## config.mk

```make
export PLATFORM = sky130hd
export DESIGN_NAME = rd_req_arbiter_flat
export DESIGN_NICKNAME = d
export VERILOG_FILES = /design/src/rtl/afu_mgr_pkg.sv /design/src/rtl/rd_req_arbiter_if.sv /design/src/rtl/rr_arbiter.sv /design/src/rtl/rd_req_arbiter.sv /design/src/flat_wrapper.sv
export SDC_FILE = /design/constraint.sdc
export NUM_CORES = 1
export LEC_CHECK = 0
export BUFFER_PORTS_ARGS = -buffer_cell sky130_fd_sc_hd__buf_4
export CORE_AREA = 3 3 565 567
export CTS_CLUSTER_SIZE = 30
export DETAILED_ROUTE_END_ITERATION = 16
export DIE_AREA = 0 0 568 570
export PLACE_DENSITY_LB_ADDON = 0.08
export SYNTH_ARGS = -nofsm -noshare
export SYNTH_HDL_FRONTEND = slang
export SYNTH_SLANG_ARGS = --single-unit
```

## constraint.sdc

```tcl
create_clock -name clk -period 15.4 [get_ports clk]
set_input_delay 0.77 -clock clk [delete_from_list [all_inputs] [get_ports clk]]
set_output_delay 0.77 -clock clk [all_outputs]
set_load 0.1 [all_outputs]
```

## src/rtl/afu_mgr_pkg.sv

```systemverilog
// Shared AFU-manager definitions: port-id sizing, mdata field layout and
// pack/unpack helpers for the {pad, port id, tag} mdata encoding.
package afu_mgr_pkg;

  // Helpers work on a fixed wide container; callers cast to their real width.
  localparam int MDATA_HELPER_W = 64;

  // The user tag always occupies the low end of mdata.
  localparam int TAG_LSB = 0;

  // Bits needed to name one of num_ports ports (at least one bit).
  function automatic int port_id_width(input int num_ports);
    return (num_ports <= 2) ? 1 : $clog2(num_ports);
  endfunction

  // The port id sits directly above the tag.
  function automatic int port_id_lsb(input int tag_width);
    return TAG_LSB + tag_width;
  endfunction

  // Build {zero pad, port id, tag}; fields are masked to their widths.
  function automatic logic [MDATA_HELPER_W-1:0] pack_mdata(
    input int          tag_width,
    input int          id_width,
    input logic [31:0] port_id,
    input logic [31:0] tag
  );
    logic [MDATA_HELPER_W-1:0] id_mask;
    logic [MDATA_HELPER_W-1:0] tag_mask;
    id_mask  = (MDATA_HELPER_W'(1) << id_width) - MDATA_HELPER_W'(1);
    tag_mask = (MDATA_HELPER_W'(1) << tag_width) - MDATA_HELPER_W'(1);
    return ((MDATA_HELPER_W'(port_id) & id_mask) << port_id_lsb(tag_width)) |
           ((MDATA_HELPER_W'(tag) & tag_mask) << TAG_LSB);
  endfunction

  // Extract the port-id field of an mdata word.
  function automatic logic [31:0] unpack_port_id(
    input int                        tag_width,
    input int                        id_width,
    input logic [MDATA_HELPER_W-1:0] mdata
  );
    logic [MDATA_HELPER_W-1:0] id_mask;
    id_mask = (MDATA_HELPER_W'(1) << id_width) - MDATA_HELPER_W'(1);
    return 32'((mdata >> port_id_lsb(tag_width)) & id_mask);
  endfunction

  // Extract the user-tag field of an mdata word.
  function automatic logic [31:0] unpack_tag(
    input int                        tag_width,
    input logic [MDATA_HELPER_W-1:0] mdata
  );
    logic [MDATA_HELPER_W-1:0] tag_mask;
    tag_mask = (MDATA_HELPER_W'(1) << tag_width) - MDATA_HELPER_W'(1);
    return 32'((mdata >> TAG_LSB) & tag_mask);
  endfunction

endpackage

```

## src/rtl/rd_req_arbiter_if.sv

```systemverilog
// Bundle of the read-port, host request and host response signals around the
// read request arbiter. master = ports + host side, slave = arbiter.
interface rd_req_arbiter_if #(
  parameter int NUM_PORTS   = 4,
  parameter int ADDR_WIDTH  = 48,
  parameter int MDATA_WIDTH = 16,
  parameter int TAG_WIDTH   = 12,
  parameter int DATA_WIDTH  = 512
);
  logic [NUM_PORTS-1:0]            port_en;
  logic [NUM_PORTS-1:0]            req_valid;
  logic [NUM_PORTS*ADDR_WIDTH-1:0] req_addr;
  logic [NUM_PORTS*TAG_WIDTH-1:0]  req_tag;
  logic [NUM_PORTS-1:0]            req_ready;
  logic                            out_rd_available;
  logic                            out_rd_en;
  logic [ADDR_WIDTH-1:0]           out_rd_addr;
  logic [MDATA_WIDTH-1:0]          out_rd_mdata;
  logic                            resp_valid;
  logic [MDATA_WIDTH-1:0]          resp_mdata;
  logic [DATA_WIDTH-1:0]           resp_data;
  logic [NUM_PORTS-1:0]            port_resp_valid;
  logic [TAG_WIDTH-1:0]            port_resp_tag;
  logic [DATA_WIDTH-1:0]           port_resp_data;
  logic [NUM_PORTS*16-1:0]         outstanding;
  logic                            idle;
  logic                            err_bad_id;
  logic                            err_underflow;

  modport master (
    output port_en, req_valid, req_addr, req_tag, out_rd_available,
           resp_valid, resp_mdata, resp_data,
    input  req_ready, out_rd_en, out_rd_addr, out_rd_mdata,
           port_resp_valid, port_resp_tag, port_resp_data,
           outstanding, idle, err_bad_id, err_underflow
  );

  modport slave (
    input  port_en, req_valid, req_addr, req_tag, out_rd_available,
           resp_valid, resp_mdata, resp_data,
    output req_ready, out_rd_en, out_rd_addr, out_rd_mdata,
           port_resp_valid, port_resp_tag, port_resp_data,
           outstanding, idle, err_bad_id, err_underflow
  );
endinterface

```

## src/rtl/rr_arbiter.sv

```systemverilog
// Round-robin arbiter: one-hot grant to the first requester at or after the
// pointer; the pointer moves just past the winner on every grant.
module rr_arbiter
  import afu_mgr_pkg::*;
#(
  parameter int NUM_PORTS = 4,
  localparam int IDX_W    = port_id_width(NUM_PORTS)
) (
  input  logic                 clk,
  input  logic                 reset,
  input  logic [NUM_PORTS-1:0] i_req,
  output logic [NUM_PORTS-1:0] o_grant,
  output logic [IDX_W-1:0]     o_grant_idx,
  output logic                 o_grant_valid
);

  logic [IDX_W-1:0]     r_ptr;
  logic [NUM_PORTS-1:0] w_grant;
  logic [IDX_W-1:0]     w_idx;
  logic [IDX_W-1:0]     w_cand;
  logic                 w_found;

  // Scan from the pointer, wrapping modulo NUM_PORTS; first requester wins.
  always_comb begin
    w_grant = '0;
    w_idx   = '0;
    w_cand  = '0;
    w_found = 1'b0;
    for (int k = 0; k < NUM_PORTS; k++) begin
      w_cand = IDX_W'((int'(r_ptr) + k) % NUM_PORTS);
      if (!w_found && i_req[w_cand]) begin
        w_grant[w_cand] = 1'b1;
        w_idx           = w_cand;
        w_found         = 1'b1;
      end
    end
  end

  // Advance the pointer past the winner; hold it when nobody is granted.
  always_ff @(posedge clk) begin
    if (reset) begin
      r_ptr <= '0;
    end else if (w_found) begin
      r_ptr <= (w_idx == IDX_W'(NUM_PORTS - 1)) ? '0 : w_idx + IDX_W'(1);
    end
  end

  assign o_grant       = w_grant;
  assign o_grant_idx   = w_idx;
  assign o_grant_valid = w_found;

endmodule

```

## src/rtl/rd_req_arbiter.sv

```systemverilog
// Shares the host read request channel among NUM_PORTS read ports: picks one
// eligible port per cycle, tags mdata with the port id, tracks per-port
// in-flight reads and steers read responses back to their port.
module rd_req_arbiter
  import afu_mgr_pkg::*;
#(
  parameter int NUM_PORTS       = 4,
  parameter int ADDR_WIDTH      = 48,
  parameter int MDATA_WIDTH     = 16,
  parameter int TAG_WIDTH       = 12,
  parameter int MAX_OUTSTANDING = 64,
  parameter int DATA_WIDTH      = 512
) (
  input logic            clk,
  input logic            reset,
  rd_req_arbiter_if.slave bus
);

  localparam int PID_W = port_id_width(NUM_PORTS);
  localparam int CNT_W = 16;

  // Refuse configurations whose mdata cannot hold {port id, tag}.
  if (TAG_WIDTH + PID_W > MDATA_WIDTH) begin : g_bad_mdata_cfg
    $error("rd_req_arbiter: TAG_WIDTH + port id width exceeds MDATA_WIDTH");
  end
  if (NUM_PORTS < 2 || NUM_PORTS > 16) begin : g_bad_ports_cfg
    $error("rd_req_arbiter: NUM_PORTS must be within 2..16");
  end

  logic [NUM_PORTS-1:0]   w_elig;
  logic [NUM_PORTS-1:0]   w_arb_req;
  logic [NUM_PORTS-1:0]   w_grant;
  logic [PID_W-1:0]       w_grant_idx;
  logic                   w_grant_valid;
  logic [ADDR_WIDTH-1:0]  w_sel_addr;
  logic [TAG_WIDTH-1:0]   w_sel_tag;
  logic [MDATA_WIDTH-1:0] w_req_mdata;
  logic [31:0]            w_resp_id;
  logic [TAG_WIDTH-1:0]   w_resp_tag;
  logic                   w_resp_bad;
  logic [NUM_PORTS-1:0]   w_resp_hit;
  logic [NUM_PORTS-1:0]   w_underflow;
  logic [NUM_PORTS-1:0]   w_cnt_zero;

  logic                   r_rd_en;
  logic [ADDR_WIDTH-1:0]  r_rd_addr;
  logic [MDATA_WIDTH-1:0] r_rd_mdata;
  logic [NUM_PORTS-1:0]   r_resp_valid;
  logic [TAG_WIDTH-1:0]   r_resp_tag;
  logic [DATA_WIDTH-1:0]  r_resp_data;
  logic                   r_err_bad_id;
  logic                   r_err_underflow;

  // Nothing is granted while the host channel is almost full.
  assign w_arb_req = w_elig & {NUM_PORTS{bus.out_rd_available}};

  rr_arbiter #(
    .NUM_PORTS (NUM_PORTS)
  ) u_rr_arbiter (
    .clk           (clk),
    .reset         (reset),
    .i_req         (w_arb_req),
    .o_grant       (w_grant),
    .o_grant_idx   (w_grant_idx),
    .o_grant_valid (w_grant_valid)
  );

  assign bus.req_ready = w_grant;

  // One-hot mux of the winning port's address and tag.
  always_comb begin
    w_sel_addr = '0;
    w_sel_tag  = '0;
    for (int p = 0; p < NUM_PORTS; p++) begin
      if (w_grant[p]) begin
        w_sel_addr = bus.req_addr[p*ADDR_WIDTH +: ADDR_WIDTH];
        w_sel_tag  = bus.req_tag[p*TAG_WIDTH +: TAG_WIDTH];
      end
    end
  end

  assign w_req_mdata = MDATA_WIDTH'(pack_mdata(TAG_WIDTH, PID_W, 32'(w_grant_idx), 32'(w_sel_tag)));

  // Register the granted request toward the host for exactly one cycle.
  always_ff @(posedge clk) begin
    if (reset) begin
      r_rd_en    <= 1'b0;
      r_rd_addr  <= '0;
      r_rd_mdata <= '0;
    end else begin
      r_rd_en <= w_grant_valid;
      if (w_grant_valid) begin
        r_rd_addr  <= w_sel_addr;
        r_rd_mdata <= w_req_mdata;
      end
    end
  end

  // Decode the response id; ids beyond the last port are foreign and dropped.
  assign w_resp_id  = unpack_port_id(TAG_WIDTH, PID_W, MDATA_HELPER_W'(bus.resp_mdata));
  assign w_resp_tag = TAG_WIDTH'(unpack_tag(TAG_WIDTH, MDATA_HELPER_W'(bus.resp_mdata)));
  assign w_resp_bad = bus.resp_valid & (w_resp_id >= 32'(NUM_PORTS));

  for (genvar gi = 0; gi < NUM_PORTS; gi++) begin : g_port
    logic [CNT_W-1:0] r_cnt;

    assign w_resp_hit[gi]  = bus.resp_valid & (w_resp_id == 32'(gi));
    assign w_elig[gi]      = bus.req_valid[gi] & bus.port_en[gi] &
                             (r_cnt < CNT_W'(MAX_OUTSTANDING));
    assign w_cnt_zero[gi]  = (r_cnt == '0);
    // A response with nothing in flight and no same-cycle grant is an underflow.
    assign w_underflow[gi] = w_resp_hit[gi] & ~w_grant[gi] & w_cnt_zero[gi];
    assign bus.outstanding[gi*CNT_W +: CNT_W] = r_cnt;

    // In-flight count: +1 per grant, -1 per response, saturating at zero.
    always_ff @(posedge clk) begin
      if (reset) begin
        r_cnt <= '0;
      end else if (w_grant[gi] && !w_resp_hit[gi]) begin
        r_cnt <= r_cnt + CNT_W'(1);
      end else if (w_resp_hit[gi] && !w_grant[gi] && !w_cnt_zero[gi]) begin
        r_cnt <= r_cnt - CNT_W'(1);
      end
    end
  end

  // Steer each good response to its port with registered tag and data.
  always_ff @(posedge clk) begin
    if (reset) begin
      r_resp_valid <= '0;
      r_resp_tag   <= '0;
      r_resp_data  <= '0;
    end else begin
      r_resp_valid <= w_resp_hit;
      if (bus.resp_valid && !w_resp_bad) begin
        r_resp_tag  <= w_resp_tag;
        r_resp_data <= bus.resp_data;
      end
    end
  end

  // Sticky error flags, cleared only by reset.
  always_ff @(posedge clk) begin
    if (reset) begin
      r_err_bad_id    <= 1'b0;
      r_err_underflow <= 1'b0;
    end else begin
      r_err_bad_id    <= r_err_bad_id | w_resp_bad;
      r_err_underflow <= r_err_underflow | (|w_underflow);
    end
  end

  assign bus.out_rd_en       = r_rd_en;
  assign bus.out_rd_addr     = r_rd_addr;
  assign bus.out_rd_mdata    = r_rd_mdata;
  assign bus.port_resp_valid = r_resp_valid;
  assign bus.port_resp_tag   = r_resp_tag;
  assign bus.port_resp_data  = r_resp_data;
  assign bus.idle            = (&w_cnt_zero) & ~r_rd_en;
  assign bus.err_bad_id      = r_err_bad_id;
  assign bus.err_underflow   = r_err_underflow;

endmodule
```

## src/flat_wrapper.sv

```systemverilog
// flat-port wrapper written by rule: the top's interface ports become plain ports
module rd_req_arbiter_flat import afu_mgr_pkg::*;
#(
  parameter int NUM_PORTS       = 4,
  parameter int ADDR_WIDTH      = 48,
  parameter int MDATA_WIDTH     = 16,
  parameter int TAG_WIDTH       = 12,
  parameter int MAX_OUTSTANDING = 64,
  parameter int DATA_WIDTH      = 512
)
  (clk, reset, bus_port_en, bus_req_valid, bus_req_addr, bus_req_tag, bus_out_rd_available, bus_resp_valid, bus_resp_mdata, bus_resp_data, bus_req_ready, bus_out_rd_en, bus_out_rd_addr, bus_out_rd_mdata, bus_port_resp_valid, bus_port_resp_tag, bus_port_resp_data, bus_outstanding, bus_idle, bus_err_bad_id, bus_err_underflow);
  rd_req_arbiter_if #(.NUM_PORTS(NUM_PORTS), .ADDR_WIDTH(ADDR_WIDTH), .MDATA_WIDTH(MDATA_WIDTH), .TAG_WIDTH(TAG_WIDTH), .DATA_WIDTH(DATA_WIDTH)) bus_i ();
  input logic clk;
  input logic reset;
  input wire logic [$bits(bus_i.port_en)-1:0] bus_port_en;
  input wire logic [$bits(bus_i.req_valid)-1:0] bus_req_valid;
  input wire logic [$bits(bus_i.req_addr)-1:0] bus_req_addr;
  input wire logic [$bits(bus_i.req_tag)-1:0] bus_req_tag;
  input wire logic [$bits(bus_i.out_rd_available)-1:0] bus_out_rd_available;
  input wire logic [$bits(bus_i.resp_valid)-1:0] bus_resp_valid;
  input wire logic [$bits(bus_i.resp_mdata)-1:0] bus_resp_mdata;
  input wire logic [$bits(bus_i.resp_data)-1:0] bus_resp_data;
  output wire logic [$bits(bus_i.req_ready)-1:0] bus_req_ready;
  output wire logic [$bits(bus_i.out_rd_en)-1:0] bus_out_rd_en;
  output wire logic [$bits(bus_i.out_rd_addr)-1:0] bus_out_rd_addr;
  output wire logic [$bits(bus_i.out_rd_mdata)-1:0] bus_out_rd_mdata;
  output wire logic [$bits(bus_i.port_resp_valid)-1:0] bus_port_resp_valid;
  output wire logic [$bits(bus_i.port_resp_tag)-1:0] bus_port_resp_tag;
  output wire logic [$bits(bus_i.port_resp_data)-1:0] bus_port_resp_data;
  output wire logic [$bits(bus_i.outstanding)-1:0] bus_outstanding;
  output wire logic [$bits(bus_i.idle)-1:0] bus_idle;
  output wire logic [$bits(bus_i.err_bad_id)-1:0] bus_err_bad_id;
  output wire logic [$bits(bus_i.err_underflow)-1:0] bus_err_underflow;
  assign bus_i.port_en = bus_port_en;
  assign bus_i.req_valid = bus_req_valid;
  assign bus_i.req_addr = bus_req_addr;
  assign bus_i.req_tag = bus_req_tag;
  assign bus_i.out_rd_available = bus_out_rd_available;
  assign bus_i.resp_valid = bus_resp_valid;
  assign bus_i.resp_mdata = bus_resp_mdata;
  assign bus_i.resp_data = bus_resp_data;
  assign bus_req_ready = bus_i.req_ready;
  assign bus_out_rd_en = bus_i.out_rd_en;
  assign bus_out_rd_addr = bus_i.out_rd_addr;
  assign bus_out_rd_mdata = bus_i.out_rd_mdata;
  assign bus_port_resp_valid = bus_i.port_resp_valid;
  assign bus_port_resp_tag = bus_i.port_resp_tag;
  assign bus_port_resp_data = bus_i.port_resp_data;
  assign bus_outstanding = bus_i.outstanding;
  assign bus_idle = bus_i.idle;
  assign bus_err_bad_id = bus_i.err_bad_id;
  assign bus_err_underflow = bus_i.err_underflow;
  rd_req_arbiter #(.NUM_PORTS(NUM_PORTS), .ADDR_WIDTH(ADDR_WIDTH), .MDATA_WIDTH(MDATA_WIDTH), .TAG_WIDTH(TAG_WIDTH), .MAX_OUTSTANDING(MAX_OUTSTANDING), .DATA_WIDTH(DATA_WIDTH)) u_core (.clk(clk), .reset(reset), .bus(bus_i));
endmodule
```

==> run summary <==
outcome: completed
share of Yosys cell area claimed by the top area cell type: 0.4663
die span in y: 570 um
Yosys top cell by area: dfxtp_1
worst-margin pin slew: 1.102 ns
most common cell after layout, fill and taps aside: buf_4
setup bufs post-CTS: 0
Die ar.: 323,800 um^2
Area after DPL: 43,550 um^2
Rows: 206
fmax: 141.4 MHz
EDFF count, synth: 0
Final Cycle Share: 0.4593
Ports: 1,444
worst endpoint required time: 16.08 ns
pin count of the biggest net entering global routing: 150
ys flop type: dfxtp_1
R2R Path End: u_core.g_port[0].r_cnt[15]
Hold Path Sink: u_core.bus.out_rd_mdata[6]
Final Max Tran Viols: 0
die width: 568 um
synthesized area: 28,250 um^2
kind of critical path: flop to flop
CTS tree: yes
clock buffer depth: 4
MaxCap Viol Count: 0
Detail Route Antenna Nets: 0
DRT iter0 DRCs: 1,153
hold_sp: bus_req_tag[42]
DP HPWL: 174,600 um
setup ws final: 8.326 ns
Gate Count Post-Synth: 2,860
final-report setup violation count: 0
H-Tree Depth: 3
most frequent cells in the layout: buf_4 (1,464), dfxtp_1 (658), nor2_1 (629)
GRT Total Usage: 0.1262
min cycle time layout: 7.074 ns
sequential share of the synthesized area: 0.4663
Finished Cell Area: 47,040 um^2
fin util: 0.1495
slew margin rel.: 0.2656
critical path's largest stage delay: 0.65 ns
RSZ-0062 raised after global routing: no
global-route wire length before repair: 277,400 um
Synth cell types: 89
CTS sink count: 658
clock-pin slew on the worst setup and hold paths: 0.06 ns
initial antenna violation count: 105
CP Max Fanout: 28
Most Frequent Cell on Critical Path: o21ai_0
hold_buf cts: 0
vias per inst: 3.201
core area: 314,700 um^2
Area contributors post-synth: dfxtp_1 (47%), mux2i_1 (21%), nor2_1 (8.4%), ha_1 (2.9%), a221o_1 (2.3%)
element type at the critical path end: flop
reg-to-reg setup timing slack: 8.33 ns
final hold vios: 0
Layout Cells excl Fill: 8,496
CP startpoint: u_core.u_rr_arbiter.r_ptr[0]
post-CTS sizing: 0
Initial DRT Pass Iterations: 5
layout cell share with drive strength beyond 1: 0.3842
WP buf/inv: 4
final WL: 214,500 um
Final TNS setup: 0 ns
vias after detailed routing: 27,200
residual DRC count: 0
Post-synth ARST share: 0
dpl cells: 8,303
global route overflow: 0
nets@finish: 5,100
Worst Hold Depth: 3
area delta synth->final: 66.51%
Seq cells post-synth: 658
worst skew pair latency: 0.83 ns
CP Cell Sequence: buf_4 -> inv_1 -> buf_4 -> ha_1 -> nor2b_1 -> inv_1 -> o221ai_2 -> and2_1 -> nor3_1 -> a221o_1 -> nand2_1 -> ha_1 -> a211oi_1 -> o21ai_0 -> nand2_1 -> o21ai_0 -> o41ai_1 -> o21a_1 -> o21ai_0 -> and4b_1 -> a311o_1
WL per Instance: 25.25 um
CTS root buf: clkbuf_16
Ys Warns: 0
port bufs: 1,438
P_leak: 0.02141 uW
initial core utilization: 0.08976
Place WS: 8.380 ns
CP top delay family: compound AO/OA/AOI/OAI gates
FILL cells: 35,560
clk_skew: 0.04638 ns
Avg Cell Area, Syn: 9.877 um^2
CTS Buf Count: 106
reg2reg start: u_core.u_rr_arbiter.r_ptr[0]
Hold Crit Class: primary input to flop
Pwr Density: 200.4 nW/um^2
Reg2Reg Depth: 21
number of global-route vias before repair: 27,900
WP data arrival: 7.75 ns
Worst setup SP type: flop
placer congestion estimate: 0.8529
VDD IR-drop max: 0.07760 mV
Slowest cell on crit path: nand2_1
## stage by stage
step | power, uW | hold WS, ns
2_1_floorplan | 5684 | 0.6782
3_3_place_gp | 7088 | 0.4540
3_5_place_dp | 7043 | 0.4578
4_1_cts | 9677 | 0.02216
5_1_grt | 10010 | 0.06131
6_report | 9427 | 0.1401
## synthesized netlist by cell type, drive strengths merged (4+ instances only)
library cell / n
a211oi: 15
a21o: 10
a21oi: 57
a221o: 66
a22oi: 61
a31oi: 10
and2: 10
and3: 10
buf: 95
bufbuf: 4
clkbuf: 82
dfxtp: 658
dlygate4sd1: 8
fa: 4
ha: 65
inv: 30
mux2i: 585
nand2: 114
nand2b: 8
nand3: 35
nand4: 12
nor2: 631
nor2b: 11
nor3: 21
nor4: 15
o211ai: 63
o21a: 7
o21ai: 34
o21bai: 6
o22ai: 4
or2: 6
or3: 10
or4: 8
xnor2: 42
xor2: 8
## final cells by class
type	instances	area, um^2	area share
Tap cell	4160	5205	0.1107
Inverter	30	112.6	0.002394
Clock buffer	160	3147	0.06690
Sequential cell	658	13170	0.2801
Antenna cell	5	12.51	0.0002660
Timing Repair Buffer	1471	11120	0.2364
Clock inverter	28	324.1	0.006890
Multi-Input combinational cell	1984	13940	0.2964
## logic make-up after synthesis
kind of cell,share of synthesized area
adders and majority gates,0.03163
other,0.0001328
AOI/OAI and AO/OA,0.1005
DFF,0.4663
muxes,0.2100
and+or+nand+nor,0.1344
buffers and inverters,0.04150
xor gates and xnor gates,0.01550
## sequential cells by signal, summed over array words and instances, names as in the netlist
name	cells
u_core.bus.port_resp_data	512
u_core.bus.out_rd_addr	48
u_core.g_port.r_cnt	64
u_core.bus.port_resp_tag	12
u_core.bus.out_rd_mdata	14
u_core.bus.port_resp_valid	4
u_core.bus.out_rd_en	1
u_core.u_rr_arbiter.r_ptr	2
u_core.bus.err_underflow	1
## worst reg2reg max path: cells and delay by family, from the launching register on
kind | cells | cell delay (ns)
buffers and inverters | 4 | 0.83
AOI/OAI and AO/OA | 9 | 2.93
and+or+nand+nor | 6 | 2.08
DFF | 1 | 0.30
adders and majority gates | 2 | 0.80
## report_power, final
group / leakage (uW) / internal (uW) / switching [uW] / total [uW]
logic: 0.0143 / 1430 / 3360 / 4790
registers: 0.00542 / 1940 / 209 / 2150
clock network: 0.00171 / 1490 / 1000 / 2490
total: 0.0214 / 4850 / 4570 / 9430
## metal layers
layer	up-vias	global-route usage	share of wire
met1	12700	0.1283	0.36
met2	1237	0.2273	0.50
met3	311	0.06701	0.12
met5	-	0	0.00090
li1	12920	-	-
met4	32	0.02646	0.024
## worst max path at each step
stage / endpoint / slack [ns] / depth (start not counted)
after detailed placement: u_core.g_port[0].r_cnt[15] / 8.38 / 21
final: u_core.g_port[0].r_cnt[15] / 8.33 / 21
after CTS: u_core.g_port[0].r_cnt[15] / 8.31 / 21
after global placement: u_core.g_port[0].r_cnt[15] / 8.30 / 21
after global routing: u_core.g_port[2].r_cnt[15] / 7.80 / 21
after floorplan: u_core.g_port[2].r_cnt[15] / 8.84 / 17
Power figures use the tool's default switching activity.
